## config.mk

```make
export PLATFORM = sky130hd
export DESIGN_NAME = fight_engine_flat
export DESIGN_NICKNAME = d
export VERILOG_FILES = /design/src/rtl/fight_engine_if.sv /design/src/rtl/fight_engine.sv /design/src/flat_wrapper.sv
export SDC_FILE = /design/constraint.sdc
export NUM_CORES = 1
export LEC_CHECK = 0
export ABC_AREA = 1
export BUFFER_PORTS_ARGS = -buffer_cell sky130_fd_sc_hd__clkbuf_2
export CAP_MARGIN = 20
export CORE_ASPECT_RATIO = 0.5
export CORE_MARGIN = 10
export CORE_UTILIZATION = 50
export CTS_CLUSTER_DIAMETER = 40
export DETAILED_ROUTE_END_ITERATION = 7
export PLACE_DENSITY = 0.7
export SKIP_LAST_GASP = 1
export SLEW_MARGIN = 0
export SYNTH_ARGS = -nofsm -noshare
export SYNTH_HDL_FRONTEND = slang
export SYNTH_SLANG_ARGS = --single-unit
```

## constraint.sdc

```tcl
create_clock -name clk -period 7.1 [get_ports clk]
set_input_delay 0.355 -clock clk [delete_from_list [all_inputs] [get_ports clk]]
set_output_delay 0.355 -clock clk [all_outputs]
set_load 0.02 [all_outputs]
```

## src/rtl/fight_engine_if.sv

```systemverilog
`default_nettype none
// ============================================================================
// Module   : fight_engine_if
// Purpose  : Bundles the player-side request/action signals consumed by the
//            fight_engine and the match-state results it publishes.
// Modports : master - player/stimulus side (drives requests, reads results)
//            slave  - fight_engine side (reads requests, drives results)
// Signals  : tick, restart, pN_left_req, pN_right_req, pN_attack_req,
//            pN_action[6:0]          -> into the engine
//            pN_x[9:0], pN_health[7:0], pN_shield[7:0], pN_hit,
//            game_over, winner[1:0]  <- from the engine
// Revision : 1.0 - initial release
// ============================================================================
interface fight_engine_if;
  logic       tick;
  logic       restart;
  logic       p0_left_req;
  logic       p0_right_req;
  logic       p1_left_req;
  logic       p1_right_req;
  logic       p0_attack_req;
  logic       p1_attack_req;
  logic [6:0] p0_action;
  logic [6:0] p1_action;

  logic [9:0] p0_x;
  logic [9:0] p1_x;
  logic [7:0] p0_health;
  logic [7:0] p1_health;
  logic [7:0] p0_shield;
  logic [7:0] p1_shield;
  logic       p0_hit;
  logic       p1_hit;
  logic       game_over;
  logic [1:0] winner;

  modport master (
    output tick, restart,
    output p0_left_req, p0_right_req, p1_left_req, p1_right_req,
    output p0_attack_req, p1_attack_req, p0_action, p1_action,
    input  p0_x, p1_x, p0_health, p1_health, p0_shield, p1_shield,
    input  p0_hit, p1_hit, game_over, winner
  );

  modport slave (
    input  tick, restart,
    input  p0_left_req, p0_right_req, p1_left_req, p1_right_req,
    input  p0_attack_req, p1_attack_req, p0_action, p1_action,
    output p0_x, p1_x, p0_health, p1_health, p0_shield, p1_shield,
    output p0_hit, p1_hit, game_over, winner
  );
endinterface
`default_nettype wire

```

## src/rtl/fight_engine.sv

```systemverilog
`default_nettype none
// ============================================================================
// Module   : fight_engine
// Purpose  : Match-state core for a two-player fighter. Owns both fighters'
//            x positions, health and shield; resolves punches, blocks and
//            dodges; declares the winner.
// Ports    : clk   - system clock
//            reset - asynchronous, active-low
//            bus   - fight_engine_if.slave (requests in, match state out)
// Revision : 1.0 - initial release
// ============================================================================
module fight_engine #(
  parameter logic [9:0] X_MIN          = 10'd16,
  parameter logic [9:0] X_MAX          = 10'd624,
  parameter logic [9:0] P0_START       = 10'd160,
  parameter logic [9:0] P1_START       = 10'd480,
  parameter logic [9:0] WALK_STEP      = 10'd4,
  parameter logic [9:0] MIN_GAP        = 10'd32,
  parameter logic [9:0] REACH          = 10'd48,
  parameter logic [7:0] DAMAGE         = 8'd10,
  parameter logic [7:0] SHIELD_COST    = 8'd20,
  parameter logic [7:0] MAX_HP         = 8'd100,
  parameter logic [7:0] RECHARGE_TICKS = 8'd30
) (
  input  logic          clk,
  input  logic          reset,
  fight_engine_if.slave bus
);

  localparam logic [9:0] TWO_STEPS = WALK_STEP << 1;

  typedef enum logic [0:0] {
    FIGHT = 1'b0,
    OVER  = 1'b1
  } state_t;

  state_t     state_q, state_d;
  logic [9:0] p0_x_q, p0_x_d, p1_x_q, p1_x_d;
  logic [7:0] p0_hp_q, p0_hp_d, p1_hp_q, p1_hp_d;
  logic [7:0] p0_sh_q, p0_sh_d, p1_sh_q, p1_sh_d;
  logic [7:0] p0_cnt_q, p0_cnt_d, p1_cnt_q, p1_cnt_d;
  logic       p0_hit_q, p0_hit_d, p1_hit_q, p1_hit_d;
  logic [1:0] winner_q, winner_d;

  // Decoded player inputs
  logic       p0_go_l, p0_go_r, p1_go_l, p1_go_r;
  logic       p0_dodge, p1_dodge, p0_block, p1_block;
  logic       p0_atk_ok, p1_atk_ok;
  logic [9:0] gap, slack, p0_in_step, p1_in_step;
  logic [9:0] p0_x_mv, p1_x_mv;

  // Standing/punching/walking bits carry no meaning for match resolution.
  logic unused_action;
  assign unused_action = ^{bus.p0_action[5:4], bus.p0_action[0],
                           bus.p1_action[5:4], bus.p1_action[0]};

  assign p0_go_l  = bus.p0_left_req  & ~bus.p0_right_req;
  assign p0_go_r  = bus.p0_right_req & ~bus.p0_left_req;
  assign p1_go_l  = bus.p1_left_req  & ~bus.p1_right_req;
  assign p1_go_r  = bus.p1_right_req & ~bus.p1_left_req;
  assign p0_dodge = bus.p0_action[3] | bus.p0_action[1];
  assign p1_dodge = bus.p1_action[3] | bus.p1_action[1];
  assign p0_block = bus.p0_action[2];
  assign p1_block = bus.p1_action[2];

  // The invariant guarantees gap >= MIN_GAP, so slack never underflows.
  assign gap   = p1_x_q - p0_x_q;
  assign slack = gap - MIN_GAP;

  // An attack needs the attacker to face the opponent and be within reach.
  assign p0_atk_ok = (state_q == FIGHT) && bus.p0_attack_req &&
                     !bus.p0_action[6] && (gap <= REACH);
  assign p1_atk_ok = (state_q == FIGHT) && bus.p1_attack_req &&
                     bus.p1_action[6] && (gap <= REACH);

  // Inward step sizes, limited so the gap never closes below MIN_GAP.
  // When both close in and the slack is short, p1 takes the odd pixel.
  always_comb begin
    p0_in_step = '0;
    p1_in_step = '0;
    if (p0_go_r && p1_go_l) begin
      if (slack >= TWO_STEPS) begin
        p0_in_step = WALK_STEP;
        p1_in_step = WALK_STEP;
      end else begin
        p0_in_step = slack >> 1;
        p1_in_step = slack - (slack >> 1);
      end
    end else if (p0_go_r) begin
      p0_in_step = (slack < WALK_STEP) ? slack : WALK_STEP;
    end else if (p1_go_l) begin
      p1_in_step = (slack < WALK_STEP) ? slack : WALK_STEP;
    end
  end

  // Outward steps only need the arena clamp.
  always_comb begin
    p0_x_mv = p0_x_q;
    p1_x_mv = p1_x_q;
    if (p0_go_l) begin
      p0_x_mv = (p0_x_q < X_MIN + WALK_STEP) ? X_MIN : p0_x_q - WALK_STEP;
    end else if (p0_go_r) begin
      p0_x_mv = p0_x_q + p0_in_step;
    end
    if (p1_go_r) begin
      p1_x_mv = (p1_x_q > X_MAX - WALK_STEP) ? X_MAX : p1_x_q + WALK_STEP;
    end else if (p1_go_l) begin
      p1_x_mv = p1_x_q - p1_in_step;
    end
  end

  // Next-state and datapath update. Everything reads pre-update (_q) values,
  // so tick, movement and simultaneous attacks compose without ordering.
  always_comb begin
    state_d  = state_q;
    p0_x_d   = p0_x_q;
    p1_x_d   = p1_x_q;
    p0_hp_d  = p0_hp_q;
    p1_hp_d  = p1_hp_q;
    p0_sh_d  = p0_sh_q;
    p1_sh_d  = p1_sh_q;
    p0_cnt_d = p0_cnt_q;
    p1_cnt_d = p1_cnt_q;
    p0_hit_d = 1'b0;
    p1_hit_d = 1'b0;
    winner_d = winner_q;

    if (bus.restart) begin
      state_d  = FIGHT;
      p0_x_d   = P0_START;
      p1_x_d   = P1_START;
      p0_hp_d  = MAX_HP;
      p1_hp_d  = MAX_HP;
      p0_sh_d  = MAX_HP;
      p1_sh_d  = MAX_HP;
      p0_cnt_d = '0;
      p1_cnt_d = '0;
      winner_d = 2'b00;
    end else if (state_q == FIGHT) begin
      if (bus.tick) begin
        p0_x_d = p0_x_mv;
        p1_x_d = p1_x_mv;
        // Recharge only runs while not shielding, so it never collides with
        // a blocked-hit shield deduction in the same cycle.
        if (p0_block) begin
          p0_cnt_d = '0;
        end else if (p0_cnt_q + 8'd1 == RECHARGE_TICKS) begin
          p0_cnt_d = '0;
          if (p0_sh_q < MAX_HP) p0_sh_d = p0_sh_q + 8'd1;
        end else begin
          p0_cnt_d = p0_cnt_q + 8'd1;
        end
        if (p1_block) begin
          p1_cnt_d = '0;
        end else if (p1_cnt_q + 8'd1 == RECHARGE_TICKS) begin
          p1_cnt_d = '0;
          if (p1_sh_q < MAX_HP) p1_sh_d = p1_sh_q + 8'd1;
        end else begin
          p1_cnt_d = p1_cnt_q + 8'd1;
        end
      end

      if (p0_atk_ok && !p1_dodge) begin
        if (p1_block && (p1_sh_q >= SHIELD_COST)) begin
          p1_sh_d = p1_sh_q - SHIELD_COST;
        end else begin
          p1_hp_d  = (p1_hp_q > DAMAGE) ? p1_hp_q - DAMAGE : 8'd0;
          p1_hit_d = 1'b1;
        end
      end

      if (p1_atk_ok && !p0_dodge) begin
        if (p0_block && (p0_sh_q >= SHIELD_COST)) begin
          p0_sh_d = p0_sh_q - SHIELD_COST;
        end else begin
          p0_hp_d  = (p0_hp_q > DAMAGE) ? p0_hp_q - DAMAGE : 8'd0;
          p0_hit_d = 1'b1;
        end
      end

      // winner bit1 = p0 down, bit0 = p1 down: 01 p0 wins, 10 p1, 11 draw.
      if ((p0_hp_d == 8'd0) || (p1_hp_d == 8'd0)) begin
        state_d  = OVER;
        winner_d = {(p0_hp_d == 8'd0), (p1_hp_d == 8'd0)};
      end
    end
  end

  always_ff @(posedge clk or negedge reset) begin
    if (!reset) begin
      state_q  <= FIGHT;
      p0_x_q   <= P0_START;
      p1_x_q   <= P1_START;
      p0_hp_q  <= MAX_HP;
      p1_hp_q  <= MAX_HP;
      p0_sh_q  <= MAX_HP;
      p1_sh_q  <= MAX_HP;
      p0_cnt_q <= '0;
      p1_cnt_q <= '0;
      p0_hit_q <= 1'b0;
      p1_hit_q <= 1'b0;
      winner_q <= 2'b00;
    end else begin
      state_q  <= state_d;
      p0_x_q   <= p0_x_d;
      p1_x_q   <= p1_x_d;
      p0_hp_q  <= p0_hp_d;
      p1_hp_q  <= p1_hp_d;
      p0_sh_q  <= p0_sh_d;
      p1_sh_q  <= p1_sh_d;
      p0_cnt_q <= p0_cnt_d;
      p1_cnt_q <= p1_cnt_d;
      p0_hit_q <= p0_hit_d;
      p1_hit_q <= p1_hit_d;
      winner_q <= winner_d;
    end
  end

  assign bus.p0_x      = p0_x_q;
  assign bus.p1_x      = p1_x_q;
  assign bus.p0_health = p0_hp_q;
  assign bus.p1_health = p1_hp_q;
  assign bus.p0_shield = p0_sh_q;
  assign bus.p1_shield = p1_sh_q;
  assign bus.p0_hit    = p0_hit_q;
  assign bus.p1_hit    = p1_hit_q;
  assign bus.game_over = (state_q == OVER);
  assign bus.winner    = winner_q;

endmodule
`default_nettype wire
```

## src/flat_wrapper.sv

```systemverilog
// flat-port wrapper written by rule: the top's interface ports become plain ports
module fight_engine_flat 
#(
  parameter logic [9:0] X_MIN          = 10'd16,
  parameter logic [9:0] X_MAX          = 10'd624,
  parameter logic [9:0] P0_START       = 10'd160,
  parameter logic [9:0] P1_START       = 10'd480,
  parameter logic [9:0] WALK_STEP      = 10'd4,
  parameter logic [9:0] MIN_GAP        = 10'd32,
  parameter logic [9:0] REACH          = 10'd48,
  parameter logic [7:0] DAMAGE         = 8'd10,
  parameter logic [7:0] SHIELD_COST    = 8'd20,
  parameter logic [7:0] MAX_HP         = 8'd100,
  parameter logic [7:0] RECHARGE_TICKS = 8'd30
)
  (clk, reset, bus_tick, bus_restart, bus_p0_left_req, bus_p0_right_req, bus_p1_left_req, bus_p1_right_req, bus_p0_attack_req, bus_p1_attack_req, bus_p0_action, bus_p1_action, bus_p0_x, bus_p1_x, bus_p0_health, bus_p1_health, bus_p0_shield, bus_p1_shield, bus_p0_hit, bus_p1_hit, bus_game_over, bus_winner);
  fight_engine_if bus_i ();
  input  logic clk;
  input  logic reset;
  input wire logic [$bits(bus_i.tick)-1:0] bus_tick;
  input wire logic [$bits(bus_i.restart)-1:0] bus_restart;
  input wire logic [$bits(bus_i.p0_left_req)-1:0] bus_p0_left_req;
  input wire logic [$bits(bus_i.p0_right_req)-1:0] bus_p0_right_req;
  input wire logic [$bits(bus_i.p1_left_req)-1:0] bus_p1_left_req;
  input wire logic [$bits(bus_i.p1_right_req)-1:0] bus_p1_right_req;
  input wire logic [$bits(bus_i.p0_attack_req)-1:0] bus_p0_attack_req;
  input wire logic [$bits(bus_i.p1_attack_req)-1:0] bus_p1_attack_req;
  input wire logic [$bits(bus_i.p0_action)-1:0] bus_p0_action;
  input wire logic [$bits(bus_i.p1_action)-1:0] bus_p1_action;
  output wire logic [$bits(bus_i.p0_x)-1:0] bus_p0_x;
  output wire logic [$bits(bus_i.p1_x)-1:0] bus_p1_x;
  output wire logic [$bits(bus_i.p0_health)-1:0] bus_p0_health;
  output wire logic [$bits(bus_i.p1_health)-1:0] bus_p1_health;
  output wire logic [$bits(bus_i.p0_shield)-1:0] bus_p0_shield;
  output wire logic [$bits(bus_i.p1_shield)-1:0] bus_p1_shield;
  output wire logic [$bits(bus_i.p0_hit)-1:0] bus_p0_hit;
  output wire logic [$bits(bus_i.p1_hit)-1:0] bus_p1_hit;
  output wire logic [$bits(bus_i.game_over)-1:0] bus_game_over;
  output wire logic [$bits(bus_i.winner)-1:0] bus_winner;
  assign bus_i.tick = bus_tick;
  assign bus_i.restart = bus_restart;
  assign bus_i.p0_left_req = bus_p0_left_req;
  assign bus_i.p0_right_req = bus_p0_right_req;
  assign bus_i.p1_left_req = bus_p1_left_req;
  assign bus_i.p1_right_req = bus_p1_right_req;
  assign bus_i.p0_attack_req = bus_p0_attack_req;
  assign bus_i.p1_attack_req = bus_p1_attack_req;
  assign bus_i.p0_action = bus_p0_action;
  assign bus_i.p1_action = bus_p1_action;
  assign bus_p0_x = bus_i.p0_x;
  assign bus_p1_x = bus_i.p1_x;
  assign bus_p0_health = bus_i.p0_health;
  assign bus_p1_health = bus_i.p1_health;
  assign bus_p0_shield = bus_i.p0_shield;
  assign bus_p1_shield = bus_i.p1_shield;
  assign bus_p0_hit = bus_i.p0_hit;
  assign bus_p1_hit = bus_i.p1_hit;
  assign bus_game_over = bus_i.game_over;
  assign bus_winner = bus_i.winner;
  fight_engine #(.X_MIN(X_MIN), .X_MAX(X_MAX), .P0_START(P0_START), .P1_START(P1_START), .WALK_STEP(WALK_STEP), .MIN_GAP(MIN_GAP), .REACH(REACH), .DAMAGE(DAMAGE), .SHIELD_COST(SHIELD_COST), .MAX_HP(MAX_HP), .RECHARGE_TICKS(RECHARGE_TICKS)) u_core (.clk(clk), .reset(reset), .bus(bus_i));
endmodule
```

# Yosys cells after proc, flatten, opt, wreduce, memory -nomap -nowiden
# Index checks and enable logic that the tools add are counted.
# classes
reduce_logical	25
bitwise_logic	11
n_lt_le_gt_ge	11
n_mux	74
eq_ne	3
addsub	15
# ops
op	count
8-bit two-way mux	40
10-bit two-way mux	19
8-bit by 1-bit adder with 8-bit output (second input constant)	4
10-bit subtractor	2
8-bit by 5-bit equality test with 1-bit output (second input constant)	2
8-bit by 5-bit greater-or-equal comparator with 1-bit output (second input constant)	2
8-bit by 4-bit greater-than comparator with 1-bit output (second input constant)	2
8-bit logical NOT	2
8-bit by 7-bit less-than comparator with 1-bit output (second input constant)	2
8-bit by 4-bit subtractor with 8-bit output (second input constant)	2
8-bit by 5-bit subtractor with 8-bit output (second input constant)	2
1-bit logical AND	11
1-bit two-way mux	11
10-bit adder	1
10-bit by 3-bit adder with 10-bit output (second input constant)	1
10-bit by 4-bit greater-or-equal comparator with 1-bit output (second input constant)	1
10-bit greater-than comparator (second input constant)	1
10-bit by 6-bit <= comparator with 1-bit output (second input constant)	1
10-bit by 3-bit less-than comparator with 1-bit output (second input constant)	1
10-bit by 5-bit less-than comparator with 1-bit output (second input constant)	1
10-bit by 3-bit subtractor with 10-bit output (second input constant)	1
10-bit by 6-bit subtractor with 10-bit output (second input constant)	1
10-bit by 9-bit subtractor with 10-bit output	1
9-bit two-way mux	1
11 further kinds	27
# totals
input_bits	24
register_bits	73
elab_cells	151
output_inout_bits	57

# Longest topological paths before layout
# Gate-level depths: netlist (run 1).
# logic_depth
depth_word	13
mapped_depth	40
depth_no_buf	38

# Worst setup path after synthesis (run 1)
# No wires, ideal clock.
# synth_timing
path_kind	flip-flop to flip-flop
from	register u_core.p0_x_q[2] (netlist: u_core.bus.p0_x[2])
to	register u_core.p0_x_q[8] (netlist: u_core.bus.p0_x[8])
path_stages_with_launch	34
setup_ps	130
synth_period_minus_slack_ps	5116
t_required_ps	6970
n_path_buf	2
t_arrival_ps	4986
setup_slack_ps	1984
path_cell_list	dfrtp_1 -> inv_1 -> ha_1 -> or2_1 -> and2_1 -> nand2_1 -> nand3_1 -> and2_1 -> buf_4 -> ha_1 -> xor2_1 -> ha_1 -> nand2_1 -> inv_1 -> o21ai_1 -> nand4_1 -> inv_1 -> a21oi_2 -> buf_2 -> o21ai_1 -> ha_1 -> fa_1 -> nand2_1 -> inv_1 -> nor2_1 -> o21bai_1 -> a21oi_1 -> o21bai_1 -> nand2_1 -> nand2_1 -> a21oi_1 -> nor2_1 -> o211ai_1 -> o21ai_0
# synth_via
elab_chain_cells	12
word_cells_on_any_way	17
classes_between	add/sub (4); order compare (3); mux (10)
# synth_rtl
element	line	source
from (decl)	fight_engine.sv:38	logic [9:0] p0_x_q, p0_x_d, p1_x_q, p1_x_d;
from (signal assigned)	fight_engine.sv:205	p0_x_q <= p0_x_d;
10-bit subtractor	fight_engine.sv:67	assign gap = p1_x_q - p0_x_q;
10-bit by 6-bit subtractor with 10-bit output	fight_engine.sv:68	assign slack = gap - MIN_GAP;
10-bit by 3-bit less-than comparator with 1-bit output	fight_engine.sv:90	p0_in_step = (slack < WALK_STEP) ? slack : WALK_STEP;
10-bit two-way mux	fight_engine.sv:90	
10-bit two-way mux	fight_engine.sv:89	end else if (p0_go_r) begin
10-bit two-way mux	fight_engine.sv:81	if (p0_go_r && p1_go_l) begin
10-bit adder	fight_engine.sv:103	p0_x_mv = p0_x_q + p0_in_step;
10-bit two-way mux	fight_engine.sv:102	end else if (p0_go_r) begin
10-bit two-way mux (*)	fight_engine.sv:100	if (p0_go_l) begin
10-bit two-way mux (*)	fight_engine.sv:140	if (bus.tick) begin
10-bit two-way mux (*)	fight_engine.sv:139	end else if (state_q == FIGHT) begin
10-bit two-way mux (*)	fight_engine.sv:128	if (bus.restart) begin
# Every way passes the cells marked *; elsewhere a longest branch is shown, timed or not. The select of a mux whose other input is x is not followed.
# A chain may end at the register's enable or synchronous reset.

# Worst setup path after layout (run 1)
# layout_timing
from	register u_core.p0_x_q[2] (netlist: u_core.bus.p0_x[2])
to	register u_core.p1_x_q[8] (netlist: u_core.bus.p1_x[8])
# layout_via
elab_chain_cells	13
word_cells_on_any_way	16
classes_between	add/sub (4); order compare (2); mux (10)
# layout_rtl
element	line	source
10-bit subtractor (*)	fight_engine.sv:67	
10-bit by 6-bit subtractor with 10-bit output (*)	fight_engine.sv:68	
10-bit by 3-bit less-than comparator with 1-bit output	fight_engine.sv:92	p1_in_step = (slack < WALK_STEP) ? slack : WALK_STEP;
10-bit two-way mux	fight_engine.sv:92	
10-bit two-way mux	fight_engine.sv:91	end else if (p1_go_l) begin
10-bit two-way mux	fight_engine.sv:89	
10-bit two-way mux (*)	fight_engine.sv:81	
10-bit subtractor (*)	fight_engine.sv:108	p1_x_mv = p1_x_q - p1_in_step;
10-bit two-way mux (*)	fight_engine.sv:107	end else if (p1_go_l) begin
10-bit two-way mux (*)	fight_engine.sv:105	if (p1_go_r) begin
10-bit two-way mux (*)	fight_engine.sv:140	
10-bit two-way mux (*)	fight_engine.sv:139	
10-bit two-way mux (*)	fight_engine.sv:128	
to (signal assigned)	fight_engine.sv:206	p1_x_q <= p1_x_d;
to (decl)	fight_engine.sv:38	
# Marks and branches as above.

==> results_dict.tcl, run 1 <==
set metrics [dict create \
    critPathArrivalTime_ns 6.35 \
    synth_cells 1055 \
    fmaxAchievable_mhz 165 \
    drt_wl_total_um 20600 \
    initial_core_util 0.523 \
    die_area_mm2 0.0200 \
    cts.htree.levels 3 \
    hpwl_um 15600 \
    synth.most_common_cell "nand2_1" \
    crit_required_ns 7.37 \
    yosysUniqueCellTypes 60 \
    postSynthNetCount 1149 \
    hold_violations 0 \
    slew_headroom 0.365 \
    synth_edf_count 0 \
    avgSynthCellArea_um2 6.88 \
    grt_pass1_wl_um 34200 \
    pin_count 81 \
    power_leakage_uw 0.00420 \
    crit_path_start_kind "flip-flop" \
    drtAntennaViolNets 0 \
    ys_ff_latch 73 \
    finalCriticalPeriod_ns 6.08 \
    cp-end-kind "flip-flop" \
    grt.total_usage 0.204 \
    post_cts_buffers 0 \
    chipWidth_um 190 \
    clock_sinks 73 \
    cts_root_buffer "clkbuf_16" \
    cts_resized 0 \
    syn_to_final_growth_pct 12.0 \
    synth.top_cell.area_share 0.190 \
    cap_violations 0 \
    drt_iter0_drc 442 \
    crit_type "flip-flop to flip-flop" \
    clk_transition_reported_paths_ns 0.07 \
    grt_pass1_vias 6929 \
    rows 30 \
    cts-hold-fix-buffers 0 \
    maxSlewViolCount 0 \
    clock_latency_ns 0.35 \
    cts.path.max_buffers 2 \
    rrSetupSlack_ns 1.02 \
    setup_viol 0 \
    port_buffers 74 \
    syn_area_mm2 0.00726 \
    synth_top_cells_by_count "238 x nand2_1, 178 x inv_1, 83 x nor2_1" \
    numCtsBuffers 9 \
    fin_nets 1225 \
    crit_slowest_cell "xor2_1" \
    peakVddDrop_mv 0.366 \
    fin_crit_sh 0.856 \
    hold_path_class "input port to asynchronous set/reset pin" \
    wl_per_cell_um 15.5 \
    stdcell_count 1328 \
    clock_skew_ns 0.0109 \
    cpMostUsedCell "nand2_1" \
    yosys_most_used_dff "dfrtp_1" \
    synthArstFlopShare 1.00 \
    cts_tree "yes" \
    drive_above_1_share 0.136 \
    route.detailed.drc 0 \
    power_density_mw_per_mm2 533 \
    antenna_found_initial 0 \
    die_y_um 105 \
    synth_area_leader_cell "dfrtp_1" \
    num_vias 7284 \
    core_mm2 0.0139 \
    synth_area_leaders "dfrtp_1 19%, nand2_1 12%, ha_1 11%" \
    slowest_delay_ns 0.57 \
    gr-total-overflow 0 \
    place_inst 1312 \
    yosysSeqAreaShare 0.255 \
    finalSetupTns_ns 0 \
    grt_max_degree 74 \
    cp_max_fo 8 \
    rsz0062_at_grt "no" \
    avgViaCountPerCell 5.48 \
    finalWeightedCongestion 0.944 \
    first_pass_iters 5 \
    status "finished clean" \
    ys_warn_count 0 \
    max_slew.worst_pin.slew_ns 0.953 \
    n_antenna_cell 0 \
]
## cells by family (layout without fill, tap and decap cells)
family / count (synthesis) / in the layout / share of synthesized area
AOI/OAI and AO/OA: 188 / 188 / 0.152
DFF: 73 / 73 / 0.255
xor gates and xnor gates: 45 / 45 / 0.0564
and+or+nand+nor: 485 / 485 / 0.308
buffers and inverters: 194 / 275 / 0.104
adders and majority gates: 70 / 70 / 0.125
## final cells by class
type | count | area [µm²]
flip-flops and latches | 73 | 1850
well taps | 192 | 240
clock inverters | 6 | 70.1
clock buffers | 10 | 239
multi-input cells | 788 | 4650
inverters | 183 | 688
fillers | 1315 | 5760
repair buffers | 76 | 388
## metrics by stage
step | worst slack [ns] | instance area (µm²) | hold WS (ns) | utilization | power [µW]
floorplan | 1.98 | 7260 | 0.0594 | - | 3060
global placement | 1.25 | 7820 | 0.526 | 0.563 | 3670
detailed placement | 1.17 | 7820 | 0.514 | 0.563 | 3730
CTS | 1.12 | 8130 | 0.201 | 0.585 | 4270
global route | 0.409 | 8130 | 0.244 | 0.585 | 4750
finish | 1.02 | 8130 | 0.125 | 0.585 | 4330
## layer usage
metal,part of all wire,routed length (µm),global-route usage,vias up
met3,0.066,1360,0.0375,24
met1,0.46,9510,0.266,3413
met5,0,0,0,-
met4,0.013,265,0.0553,0
li1,-,-,-,3632
met2,0.46,9450,0.338,215
## path summary, 6_finish.rpt
kind | startpoint | end | cells past startpoint
min | reset | u_core.bus.p0_health[0] | 1
min reg2reg | u_core.bus.winner[1] | u_core.bus.winner[1] | 2
max reg2reg | u_core.bus.p0_x[2] | u_core.bus.p1_x[8] | 32
min in group clk | bus_p0_action[6] | u_core.bus.p1_health[5] | 4
max | u_core.bus.p0_x[2] | u_core.bus.p1_x[8] | 32
max in group asynchronous | reset | u_core.bus.p1_x[9] | 1
## flip-flops by register name, indices dropped and copies added (netlist names), 2 cells and up
name                  cells
u_core.bus.p1_health      8
u_core.p1_cnt_q           8
u_core.p0_cnt_q           8
u_core.bus.p0_shield      8
u_core.bus.winner         2
u_core.bus.p0_x          10
u_core.bus.p1_shield      8
u_core.bus.p1_x          10
u_core.bus.p0_health      8
## placed cells by master, fill, tap and decap left out, types with 5 or more instances in the layout
master / count
a21oi_1: 55
clkbuf_16: 9
clkbuf_2: 73
dfrtp_1: 55
dfstp_2: 18
ha_1: 66
inv_1: 178
nand2_1: 238
nand2_2: 7
nand3_1: 71
nand3_2: 5
nand4_1: 30
nor2_1: 83
nor2_2: 7
nor3_1: 16
o211ai_1: 5
o21ai_0: 63
o21ai_1: 11
o22ai_1: 12
o31ai_1: 5
o32ai_1: 12
or2_2: 5
xor2_1: 39
## critical path: cells and delay by family, from the launching register on
family	cells	cell delay, ns
AO/OA/AOI/OAI	7	1.25
flip-flops	1	0.40
AND/OR/NAND/NOR	14	1.59
adder cells (fa/ha/maj)	5	1.44
XOR/XNOR	2	0.72
buffers and inverters	4	0.59
## where the power goes
group | leakage (µW) | switching [µW] | internal, µW
clock network | 0.000154 | 206 | 286
registers | 0.000950 | 81.1 | 469
logic | 0.00309 | 2180 | 1110
total | 0.00420 | 2460 | 1860
(Power assumes the default switching activity.)
==> inputs of run 2 (changes only) <==
--- a/config.mk
+++ b/config.mk
@@ -13,7 +13,7 @@
 export CORE_UTILIZATION = 50
 export CTS_CLUSTER_DIAMETER = 40
 export DETAILED_ROUTE_END_ITERATION = 7
-export PLACE_DENSITY = 0.7
+export PLACE_DENSITY = 0.73
 export SKIP_LAST_GASP = 1
 export SLEW_MARGIN = 0
 export SYNTH_ARGS = -nofsm -noshare
==> results_dict.tcl, run 2 (same netlist as run 1, synthesis figures left out) <==
set metrics [dict create \
    peakVddDrop_mv 0.388 \
    setup_viol 0 \
    numCtsBuffers 9 \
    route.detailed.drc 0 \
    first_pass_iters 5 \
    drtAntennaViolNets 0 \
    hold_violations 0 \
    maxSlewViolCount 0 \
    antenna_found_initial 0 \
    cts_resized 0 \
    drt_iter0_drc 613 \
    cp-endpoint "u_core.bus.p0_x[9]" \
    status "finished clean" \
    crit_path_start_kind "flip-flop" \
    chipWidth_um 190 \
    slowest_delay_ns 0.62 \
    cap_violations 0 \
    crit_slowest_cell "a21oi_2" \
    clock_sinks 73 \
    critPathArrivalTime_ns 6.26 \
    finalCriticalPeriod_ns 6.04 \
    grt_pass1_wl_um 34500 \
    slew_headroom 0.365 \
    power_density_mw_per_mm2 526 \
    syn_to_final_growth_pct 11.5 \
    grt_util_met3 0.0385 \
    port_buffers 74 \
    cts-hold-fix-buffers 0 \
    hold_path_class "input port to asynchronous set/reset pin" \
    power_leakage_uw 0.00418 \
    grt_max_degree 74 \
    stdcell_count 1328 \
    gr-usage-met2 0.337 \
    cts.htree.levels 3 \
    rr_worst_depth 33 \
    hpwl_um 15700 \
    fin_crit_sh 0.850 \
    cp-end-kind "flip-flop" \
    cts_tree "yes" \
    gr-total-overflow 0 \
    fmaxAchievable_mhz 166 \
    crit_buf_inv 4 \
    total_power_uw 4250 \
    num_vias 7335 \
    n_antenna_cell 0 \
    grt-busiest-layer "met2" \
    place_inst 1312 \
    grt_pass1_vias 7048 \
    layout_commonest_cell "nand2_1" \
    rrSetupSlack_ns 1.06 \
    cp_max_fo 17 \
    rr_startpoint "u_core.bus.p0_x[2]" \
    initial_core_util 0.523 \
    cts_root_buffer "clkbuf_16" \
    max_slew.worst_pin.slew_ns 0.952 \
    core_mm2 0.0139 \
    cpMostUsedCell "nand2_1" \
    die_area_mm2 0.0200 \
    cp.depth 33 \
    critical-path-top-delay-family "compound AO/OA/AOI/OAI gates" \
    clk_transition_reported_paths_ns 0.06 \
    rows 30 \
    drive_above_1_share 0.136 \
    finalSetupTns_ns 0 \
    pin_count 81 \
    die_y_um 105 \
    wl_per_cell_um 15.4 \
    finalWeightedCongestion 0.947 \
    crit_required_ns 7.32 \
    post_cts_buffers 0 \
    whs_ns 0.162 \
    cts.path.max_buffers 2 \
    grt.total_usage 0.205 \
    rsz0062_at_grt "no" \
    drt_wl_total_um 20500 \
    avgViaCountPerCell 5.52 \
    cp-startpoint "u_core.bus.p0_x[2]" \
    clock_skew_ns 0.00910 \
    clock_latency_ns 0.35 \
    fin_nets 1225 \
    mostFrequentLayoutCells "238 x nand2_1, 178 x inv_1, 83 x nor2_1, 73 x clkbuf_2, 71 x nand3_1" \
    met1_usage 0.264 \
    post-route-util 0.583 \
    crit_type "flip-flop to flip-flop" \
    timing.rr.end "u_core.bus.p0_x[9]" \
]
[run 2: cell count changes in the layout (fill, tap and decap cells not counted), sizes merged]
| cell | previous run | this run |
|---|---|---|
| bufinv | 1 | 0 |
| inv | 183 | 181 |
| clkinvlp | 0 | 1 |
| clkinv | 5 | 7 |
[run 2: per-stage QoR]
| step | worst slack (ns) | area (µm²) |
|---|---|---|
| global route | 0.393 | 8090 |
| global placement | 1.15 | 7820 |
| CTS | 1.09 | 8090 |
| floorplan | 1.98 | 7260 |
| finish | 1.06 | 8090 |
| detailed placement | 1.12 | 7820 |
[run 2: power by group]
part,leakage (µW),internal [µW],switching [µW],total [µW]
combinational,0.00309,1110,2160,3260
sequential,0.000950,469,84.3,554
clock,0.000133,238,196,435
[run 2: layer usage]
layer,vias up,routed length [µm]
li1,3633,-
met1,3434,9320
met2,241,9450
met3,27,1350
met4,0,368
met5,-,0
[run 2: area by class of cell]
cell class / count / area (µm²)
inverters: 183 / 688
multi-input cells: 788 / 4650
well taps: 192 / 240
flip-flops and latches: 73 / 1850
repair buffers: 76 / 388
clock inverters: 6 / 43.8
fillers: 1376 / 5800
clock buffers: 10 / 229
[run 2: worst min-delay path by stage]
stage	from	endpoint	cells past startpoint	slack, ns
2_1_floorplan	reset	u_core.bus.game_over	0	0.06
3_3_place_gp	u_core.bus.winner[0]	u_core.bus.winner[0]	2	0.52
3_5_place_dp	u_core.bus.winner[0]	u_core.bus.winner[0]	2	0.51
4_1_cts	reset	u_core.bus.p0_health[0]	1	0.20
5_1_grt	reset	u_core.bus.p0_health[0]	1	0.25
6_report	reset	u_core.bus.p0_health[7]	1	0.16
==> inputs of run 3 (changes only) <==
--- a/config.mk
+++ b/config.mk
@@ -13,7 +13,7 @@
 export CORE_UTILIZATION = 50
 export CTS_CLUSTER_DIAMETER = 40
 export DETAILED_ROUTE_END_ITERATION = 7
-export PLACE_DENSITY = 0.73
+export PLACE_DENSITY = 0.74
 export SKIP_LAST_GASP = 1
 export SLEW_MARGIN = 0
 export SYNTH_ARGS = -nofsm -noshare
==> results_dict.tcl, run 3 (same netlist as run 1, synthesis figures left out) <==
set metrics [dict create \
    status "finished clean" \
    max_slew.worst_pin.slew_ns 0.978 \
    cts-hold-fix-buffers 0 \
    power_leakage_uw 0.00420 \
    cts.path.max_buffers 2 \
    rrSetupSlack_ns 0.92 \
    core_mm2 0.0139 \
    pin_count 81 \
    drtAntennaViolNets 0 \
    fin_crit_sh 0.871 \
    post_cts_buffers 0 \
    die_y_um 105 \
    route.detailed.drc 0 \
    cts_resized 0 \
    drt_wl_total_um 20400 \
    crit_type "flip-flop to flip-flop" \
    gr-total-overflow 0 \
    switching_share 0.564 \
    avgViaCountPerCell 5.51 \
    hpwl_um 15500 \
    peakVddDrop_mv 0.485 \
    post-route-util 0.585 \
    drt_iter0_drc 650 \
    finalCriticalPeriod_ns 6.18 \
    rows 30 \
    cp_max_fo 8 \
    initial_core_util 0.523 \
    clock_skew_ns 0.0109 \
    cp-end-kind "flip-flop" \
    slowest_delay_ns 0.57 \
    die_area_mm2 0.0200 \
    cpMostUsedCell "nand2_1" \
    seq_power_share 0.128 \
    maxSlewViolCount 0 \
    first_pass_iters 6 \
    p_clk_frac 0.118 \
    mostFrequentLayoutCells "238 x nand2_1, 178 x inv_1, 83 x nor2_1, 73 x clkbuf_2, 71 x nand3_1" \
    critPathArrivalTime_ns 6.46 \
    rr_worst_depth 32 \
    hold_path_class "input port to asynchronous set/reset pin" \
    crit_required_ns 7.37 \
    drive_above_1_share 0.135 \
    fin_nets 1224 \
    cts.htree.levels 3 \
    cp-startpoint "u_core.bus.p0_x[2]" \
    finalSetupTns_ns 0 \
    combinationalPowerShare 0.754 \
    rr_startpoint "u_core.bus.p0_x[2]" \
    syn_to_final_growth_pct 12.0 \
    grt_pass1_vias 7125 \
    chipWidth_um 190 \
    num_vias 7314 \
    rsz0062_at_grt "no" \
    n_antenna_cell 0 \
    crit_path_start_kind "flip-flop" \
    p_switching_uw 2440 \
    antenna_found_initial 0 \
    grt_max_degree 74 \
    fmaxAchievable_mhz 162 \
    numCtsBuffers 9 \
    clock_latency_ns 0.34 \
    port_buffers 74 \
    layout_commonest_cell "nand2_1" \
    cts_tree "yes" \
    timing.rr.end "u_core.bus.p1_x[8]" \
    crit_slowest_cell "xor2_1" \
    cts_root_buffer "clkbuf_16" \
    power_density_mw_per_mm2 531 \
    clk_transition_reported_paths_ns 0.06 \
    grt_pass1_wl_um 34200 \
    whs_ns 0.160 \
    setup_viol 0 \
    num-fill-cells 1313 \
    intPower_uw 1880 \
    cap_violations 0 \
    slew_headroom 0.348 \
    wl_per_cell_um 15.4 \
    hold_violations 0 \
    grt.total_usage 0.203 \
    clock_sinks 73 \
    finalWeightedCongestion 0.916 \
]
run 3: stage by stage:
step	cell area [µm²]	power [µW]	cells	setup WS [ns]
2_1_floorplan	7260	3060	1055	1.98
3_3_place_gp	7810	3670	1311	1.17
3_5_place_dp	7810	3740	1311	1.06
4_1_cts	8130	4270	1327	1.02
5_1_grt	8130	4770	1327	0.341
6_report	8130	4320	1327	0.916
run 3: metal layers:
layer,vias up,wire (µm),global-route usage
met4,0,365,0.0665
met5,-,0,0
met3,34,1240,0.0455
met2,221,9460,0.330
li1,3633,-,-
met1,3426,9380,0.261
run 3: worst max path at each step:
| stage | cells after the start | slack (ns) | endpoint |
|---|---|---|---|
| floorplan | 33 | 1.98 | u_core.bus.p0_x[8] |
| global placement | 32 | 1.17 | u_core.bus.p1_x[8] |
| detailed placement | 32 | 1.06 | u_core.bus.p1_x[8] |
| CTS | 32 | 1.02 | u_core.bus.p1_x[8] |
| global route | 34 | 0.34 | u_core.bus.p1_x[8] |
| finish | 32 | 0.92 | u_core.bus.p1_x[8] |
run 3: layout make-up:
cell class,count,area (µm²),area share
clock inverters,6,91.3,0.0112
clock buffers,10,229,0.0282
well taps,192,240,0.0295
repair buffers,75,380,0.0468
multi-input cells,788,4650,0.572
flip-flops and latches,73,1850,0.227
inverters,183,688,0.0846
run 3: worst max-delay path: cells and delay by family, from the launching register on:
kind | cells | cell delay (ns)
buffers and inverters | 4 | 0.60
adder cells (fa/ha/maj) | 5 | 1.41
AO/OA/AOI/OAI | 7 | 1.32
AND/OR/NAND/NOR | 14 | 1.65
flip-flops | 1 | 0.40
XOR/XNOR | 2 | 0.74
run 3: power groups by stage:
stage,logic (µW),registers [µW],clock network [µW]
2_1_floorplan,2490,577,0
4_1_cts,3200,551,517
5_1_grt,3680,559,532
3_3_place_gp,3110,557,0
3_5_place_dp,3190,558,0
6_report,3260,552,509
